File: src/rtl/bus_arbiter_pkg.sv
// Shared types and default constants for the CPU/DMA bus arbiter.
package bus_arbiter_pkg;

    typedef enum logic [1:0] {
        ST_CPU     = 2'd0,
        ST_HANDOFF = 2'd1,
        ST_DMA     = 2'd2,
        ST_RETURN  = 2'd3
    } arb_state_e;

    localparam int unsigned MAX_BURST_DEFAULT = 16;
    localparam int unsigned CPU_MIN_DEFAULT   = 4;
    localparam int unsigned CNT_W             = 8;

endpackage

File: src/rtl/bus_arbiter.sv
// Shares one memory bus between a CPU and a DMA engine: bounded DMA bursts,
// one-cycle handoff/return gaps and a guaranteed CPU window between bursts.
module bus_arbiter
    import bus_arbiter_pkg::*;
#(
    parameter int unsigned MAX_BURST = MAX_BURST_DEFAULT,
    parameter int unsigned CPU_MIN   = CPU_MIN_DEFAULT
) (
    input  logic        clk,
    input  logic        RST_N,
    input  logic [15:0] cpu_AD,
    input  logic [7:0]  cpu_DO,
    input  logic        cpu_WE,
    input  logic        dma_req,
    input  logic [15:0] dma_AD,
    input  logic [7:0]  dma_DO,
    input  logic        dma_WE,
    output logic        RDY,
    output logic        dma_gnt,
    output logic [15:0] mem_AD,
    output logic [7:0]  mem_DO,
    output logic        mem_WE
);

    localparam logic [CNT_W-1:0] BURST_LAST = CNT_W'(MAX_BURST - 1);
    localparam logic [CNT_W-1:0] COOL_LOAD  = CNT_W'(CPU_MIN);

    arb_state_e       state_q, state_d;
    logic [CNT_W-1:0] burst_q, burst_d;
    logic [CNT_W-1:0] cool_q,  cool_d;

    always_ff @(posedge clk or negedge RST_N) begin
        if (!RST_N) begin
            state_q <= ST_CPU;
            burst_q <= '0;
            cool_q  <= '0;
        end else begin
            state_q <= state_d;
            burst_q <= burst_d;
            cool_q  <= cool_d;
        end
    end

    always_comb begin
        state_d = state_q;
        burst_d = burst_q;
        cool_d  = cool_q;
        unique case (state_q)
            ST_CPU: begin
                if (cool_q != '0) begin
                    cool_d = cool_q - 1'b1;
                end
                // Cooldown expires in the cycle it decrements to zero, so a
                // reload of CPU_MIN grants exactly CPU_MIN CPU cycles (min one).
                if (dma_req && !cpu_WE && (cool_q <= CNT_W'(1))) begin
                    state_d = ST_HANDOFF;
                    burst_d = '0;
                end
            end
            ST_HANDOFF: begin
                state_d = ST_DMA;
                burst_d = '0;
            end
            ST_DMA: begin
                burst_d = burst_q + 1'b1;
                if (!dma_req || (burst_q == BURST_LAST)) begin
                    state_d = ST_RETURN;
                end
            end
            ST_RETURN: begin
                state_d = ST_CPU;
                cool_d  = COOL_LOAD;
            end
            default: begin
                state_d = ST_CPU;
            end
        endcase
    end

    // Handshake outputs depend on the state flops alone.
    assign RDY     = (state_q == ST_CPU);
    assign dma_gnt = (state_q == ST_DMA);

    always_comb begin
        mem_AD = cpu_AD;
        mem_DO = cpu_DO;
        mem_WE = 1'b0;
        unique case (state_q)
            ST_CPU: begin
                mem_WE = cpu_WE;
            end
            ST_DMA: begin
                mem_AD = dma_AD;
                mem_DO = dma_DO;
                mem_WE = dma_WE;
            end
            default: begin
                mem_WE = 1'b0;
            end
        endcase
    end

endmodule

File: config.mk
export PLATFORM = sky130hd
export DESIGN_NAME = bus_arbiter
export DESIGN_NICKNAME = d
export VERILOG_FILES = /design/src/rtl/bus_arbiter_pkg.sv /design/src/rtl/bus_arbiter.sv
export SDC_FILE = /design/constraint.sdc
export NUM_CORES = 1
export LEC_CHECK = 0
export ABC_AREA = 1
export CELL_PAD_IN_SITES_DETAIL_PLACEMENT = 1
export CELL_PAD_IN_SITES_GLOBAL_PLACEMENT = 1
export CORE_MARGIN = 2
export CORE_UTILIZATION = 28
export DETAILED_ROUTE_END_ITERATION = 16
export GPL_TIMING_DRIVEN = 1
export PLACE_DENSITY_LB_ADDON = 0.1
export SLEW_MARGIN = 20
export SYNTH_ARGS = -nofsm -noshare
export SYNTH_HDL_FRONTEND = slang
export SYNTH_SLANG_ARGS = --single-unit
File: constraint.sdc
create_clock -name clk -period 4.1 [get_ports clk]
set_input_delay 1.23 -clock clk [delete_from_list [all_inputs] [get_ports clk]]
set_output_delay 1.23 -clock clk [all_outputs]
set_load 0.05 [all_outputs]
==> Word level (Yosys, flattened, before mapping) <==
Index checks and enable logic that the tools add are counted.
{ "word_totals": {"register_bits": 18, "in_bits": 53, "out_inout_bits": 27, "word_cells": 35} }
{ "op_classes": {"addsub": 2, "order_cmp": 1, "eq_ne": 7, "muxes": 10, "reduce_logical": 12} }
{ "op_table": {"columns": ["operator", "count"], "rows": [
  ["8-bit two-way mux", 3],
  ["8-bit one-hot mux with 3 select lines", 1],
  ["16-bit two-way mux", 1],
  ["8-bit one-hot mux with 2 select lines", 1],
  ["8-bit by 1-bit adder with 8-bit output, second input constant", 1],
  ["8-bit by 4-bit equality test with 1-bit output, second input constant", 1],
  ["8-bit by 1-bit <= comparator with 1-bit output, second input constant", 1],
  ["2-bit one-hot mux with 4 select lines", 1],
  ["8-bit nonzero test", 1],
  ["8-bit by 1-bit subtractor with 8-bit output, second input constant", 1],
  ["2-bit by 1-bit != test with 1-bit output, second input constant", 3],
  ["2-bit AND reduction", 3],
  ["2-bit equality test, second input constant", 2],
  ["2-bit two-way mux", 2],
  ["3-bit nonzero test", 1],
  ["2-bit by 1-bit equality test with 1-bit output, second input constant", 1],
  ["1-bit logical AND", 2],
  ["1-bit zero test", 2],
  ["2-bit zero test", 1],
  ["1-bit one-hot mux with 2 select lines", 1],
  ["2-bit nonzero test", 1],
  ["1-bit logical OR", 1]
]} }

==> Longest topological paths before layout <==
{ "depth": {"ltp_word": 5, "ltp_mapped": 9, "mapped_depth_nobuf": 9} }

==> Worst setup path before layout <==
OpenSTA, ideal clock, no wires.
{ "synth_path": {"path_type": "register -> output", "startpoint": "reg state_q[0]", "endpoint": "out mem_WE", "arrival_ns": 2.397, "required_ns": 2.870, "path_slack_ns": 0.473, "path_stages_with_launch": 5, "path_buffers": 0, "path_cell_list": "dfrtp_1 -> inv_1 -> ha_1 -> inv_2 -> o21ai_0"} }
{ "synth_between": {"elab_chain_len": 2, "elab_cells_between_ends": 3, "classes_between": "eq/ne: 1; mux: 1; reduce/logical: 1"} }
{ "synth_rtl": {"columns": ["item", "line", "text"], "rows": [
  ["start: declaration", "bus_arbiter.sv:28", "arb_state_e state_q, state_d;"],
  ["start signal: assignment", "bus_arbiter.sv:38", "state_q <= state_d;"],
  ["2-bit zero test", null, null],
  ["net RDY", "bus_arbiter.sv:18", "output logic RDY,"],
  ["1-bit one-hot mux with 2 select lines", "bus_arbiter.sv:88", "unique case (state_q)"],
  ["end: declaration", "bus_arbiter.sv:22", "output logic mem_WE"]
]} }
The timed path passes the listed nets, and every way through them passes these cells.

==> Final worst setup path <==
{ "layout_path": {"startpoint": "in cpu_WE", "endpoint": "out mem_WE"} }
{ "layout_between": {"elab_chain_len": 1} }
{ "layout_rtl": {"columns": ["item", "line", "text"], "rows": [
  ["start: declaration", "bus_arbiter.sv:13", "input logic cpu_WE,"],
  ["1-bit one-hot mux with 2 select lines", "bus_arbiter.sv:88", null]
]} }
Every way passes these cells.

==> flow_summary_export.csv <==
group,metric,value,unit
status,outcome,"complete, no violations",
min_path,worstHoldStart,"cool_q[1]",
yosys,synth_xor_area_share,1.140,%
worst_setup_path,r2r-start,"state_q[0]",
timing,post-route-period-util,83.62,%
drt,detail_route.wirelength,5376,um
clocking,clk_latency,0.26,ns
timing,max_slew.worst_pin.slew,0.8926,ns
drt,drt-pass1-iter-count,5,
drt,wl_per_cell,13.24,um
timing,hold_ws,0.5239,ns
pwr,p_leak,1.241,nW
yosys,yosys_register_bits,18,
yosys,syn_area_per_cell,5.955,um2
global_routing,antenna_found_initial,0,
clocking,cts_resized,0,
worst_setup_path,crit_fanout,2,
timing,rsz0062_at_grt,"false",
pwr,vdd.ir_drop.worst,0.0002980,V
global_routing,grt_overflow,0,
yosys,synth_top_family_by_area,"simple AND/OR/NAND/NOR gates",
clocking,cts.clk_slew.worst_paths,0.07,ns
worst_setup_path,cp_slowest_cell,"clkdlybuf4s50_1",
clocking,cts_made_buffers,3,
worst_setup_path,max_stage_delay,0.45,ns
global_routing,grt_max_degree,26,
die,die_w,78.08,um
yosys,syn_inst,258,
die,die-area,6096,um2
die,fp.dieH,78.08,um
layout,most-common-layout-cells,"137 x nand2_1, 54 x clkdlybuf4s50_1, 27 x buf_4",
worst_setup_path,arrival,2.20,ns
worst_setup_path,crit_chain,"clkdlybuf4s50_1, inv_1, o21ai_0, buf_12",
clocking,cts-root-buf,"clkbuf_8",
placed_design,place_congestion,0.7701,
worst_setup_path,criticalPathCategory,"in -> out",
timing,finalSetupViolations,0,
layout,drive_above_1_share,13.99,%
timing,tns,0,ns
die,row_count,26,
die,floorplan.initialDensity,29.52,%
global_routing,grt_pass1_vias,1836,
layout,area_growth,56.19,%
global_routing,grt_first_pass_wirelength,9039,um
timing,finClkSkew,0.008332,ns
yosys,yosysWarningCount,0,
placed_design,portBuffers,79,
pwr,cellPowerDensity,755.8,nW/um2
clocking,clockBufferDepth,2,
layout,final_common_cell,"nand2_1",
yosys,synthDistinctLibCells,24,
die,core_area,5205,um2
clocking,tritoncts,"yes",
global_routing,track_usage,18.12,%
yosys,muxShareOfSynthArea,0,%
drt,ant_nets,0,
clocking,post_cts_buffers,0,
clocking,clock_sinks,18,
drt,drt-initial-drc-count,58,
yosys,synthAdderAreaFrac,4.886,%
layout,n_antenna_cell,0,
min_path,hp-class,"reg -> reg",
drt,via_count,1848,
layout,fin_nets,397,
timing,relSlewSlack,40.31,%
clocking,hold_buffers,0,
placed_design,hpwl,4216,um
drt,route.detailed.drc,0,
worst_setup_path,worstSetupEndpointType,"output pin",
worst_setup_path,crit_path_start,"cpu_WE",
yosys,ys_seq_area_share,29.32,%
timing,period_minus_slack,3.429,ns
clocking,cts_htree_levels,1,
die,num_io_pins,80,
drt,vias_per_cell,4.552,
yosys,synthesis.area,1536,um2
yosys,syn_nets,317,
worst_setup_path,worst_setup_path_start_kind,"input port",
timing,timing_hold_violations_final,0,
flow_run,cap_violations,0,
timing,drv_slew,0,
timing,fmax,0.2917,GHz
yosys,synth-simple-area-share,51.55,%
yosys,synth_compound_area_share,5.863,%
worst_setup_path,required,2.87,ns
-- power breakdown --
group,switching (W),internal (W),total [W]
Sequential,0.0000589,0.000233,0.000292
Clock,0.0000634,0.0000654,0.000129
Combinational,0.000953,0.000440,0.00139
-- path summary, 6_finish.rpt --
| path | end | slack [ns] | cells after the start |
|---|---|---|---|
| worst max-delay path | mem_WE | 0.67 | 4 |
| min in group asynchronous | burst_q[5] | 1.47 | 1 |
| worst min register to register | cool_q[1] | 0.52 | 2 |
| worst max register to register | burst_q[2] | 1.85 | 7 |
| worst min-delay path | cool_q[1] | 0.52 | 2 |
| max in group asynchronous | state_q[1] | 2.07 | 1 |
-- final cells by class --
| cell class | instances | area, um2 |
|---|---|---|
| inverter | 22 | 82.58 |
| sequential | 18 | 450.4 |
| clock buffer | 3 | 41.29 |
| timing repair buffer | 82 | 763.2 |
| multi-input combinational | 211 | 974.7 |
| fill | 722 | 2805 |
| tap | 70 | 87.58 |
-- per-layer routing --
layer  vias up  routed length, um  GRT usage, %  part of all wire (%)
li1        947                  -             -                     -
met3         4                170         2.989                   3.2
met1       865               2283         21.04                    42
met4         0                 44         2.807                  0.82
met5         -                  0             0                     0
met2        32               2877         35.17                    54
-- registers in the layout, indices dropped and copies added, names as in the netlist --
name     flops
burst_q      8
cool_q       8
state_q      2
-- synthesized netlist by cell type --
master / number / area share (%)
nand2_1: 137 / 33
o21ai_0: 5 / 1.6
dfrtp_1: 18 / 29
buf_2: 2 / 0.65
ha_1: 6 / 4.9
inv_1: 21 / 5.1
xor2_1: 2 / 1.1
nand2_2: 4 / 1.6
inv_2: 1 / 0.24
nor2_4: 1 / 0.73
nand4_1: 3 / 1.2
nor2_2: 2 / 0.81
buf_1: 2 / 0.49
nand3_1: 16 / 5.2
or2_2: 2 / 0.81
nand3b_1: 1 / 0.49
nor2_1: 22 / 5.4
nor3_1: 1 / 0.33
clkbuf_1: 3 / 0.73
nand2_4: 2 / 1.5
o21ai_4: 1 / 1.1
o21bai_1: 3 / 1.5
a21oi_2: 2 / 1.1
o21ai_2: 1 / 0.57
-- cell families (layout without fill, tap and decap cells) --
| family | after synthesis | after routing |
|---|---|---|
| compound gates | 12 | 12 |
| xor+xnor | 2 | 2 |
| flops | 18 | 18 |
| fa+ha+maj | 6 | 6 |
| buf+inv | 29 | 107 |
| simple gates | 191 | 191 |
-- worst max-delay path, delay by kind of cell --
kind            cells  cell delay, ns
buf+inv             3            0.67
compound gates      1            0.29
-- per-stage QoR --
stage	cells	util (%)	area, um2	total power [W]	setup WS, ns
after floorplan	258	-	1536	0.001266	0.4728
after global placement	403	45.31	2359	0.001678	0.6734
after detailed placement	403	45.31	2359	0.001700	0.6586
after CTS	406	46.11	2400	0.001840	0.6381
after global routing	406	46.11	2400	0.001975	0.4279
final	406	46.11	2400	0.001814	0.6715
No activity file was read; power rests on OpenSTA's default activity.
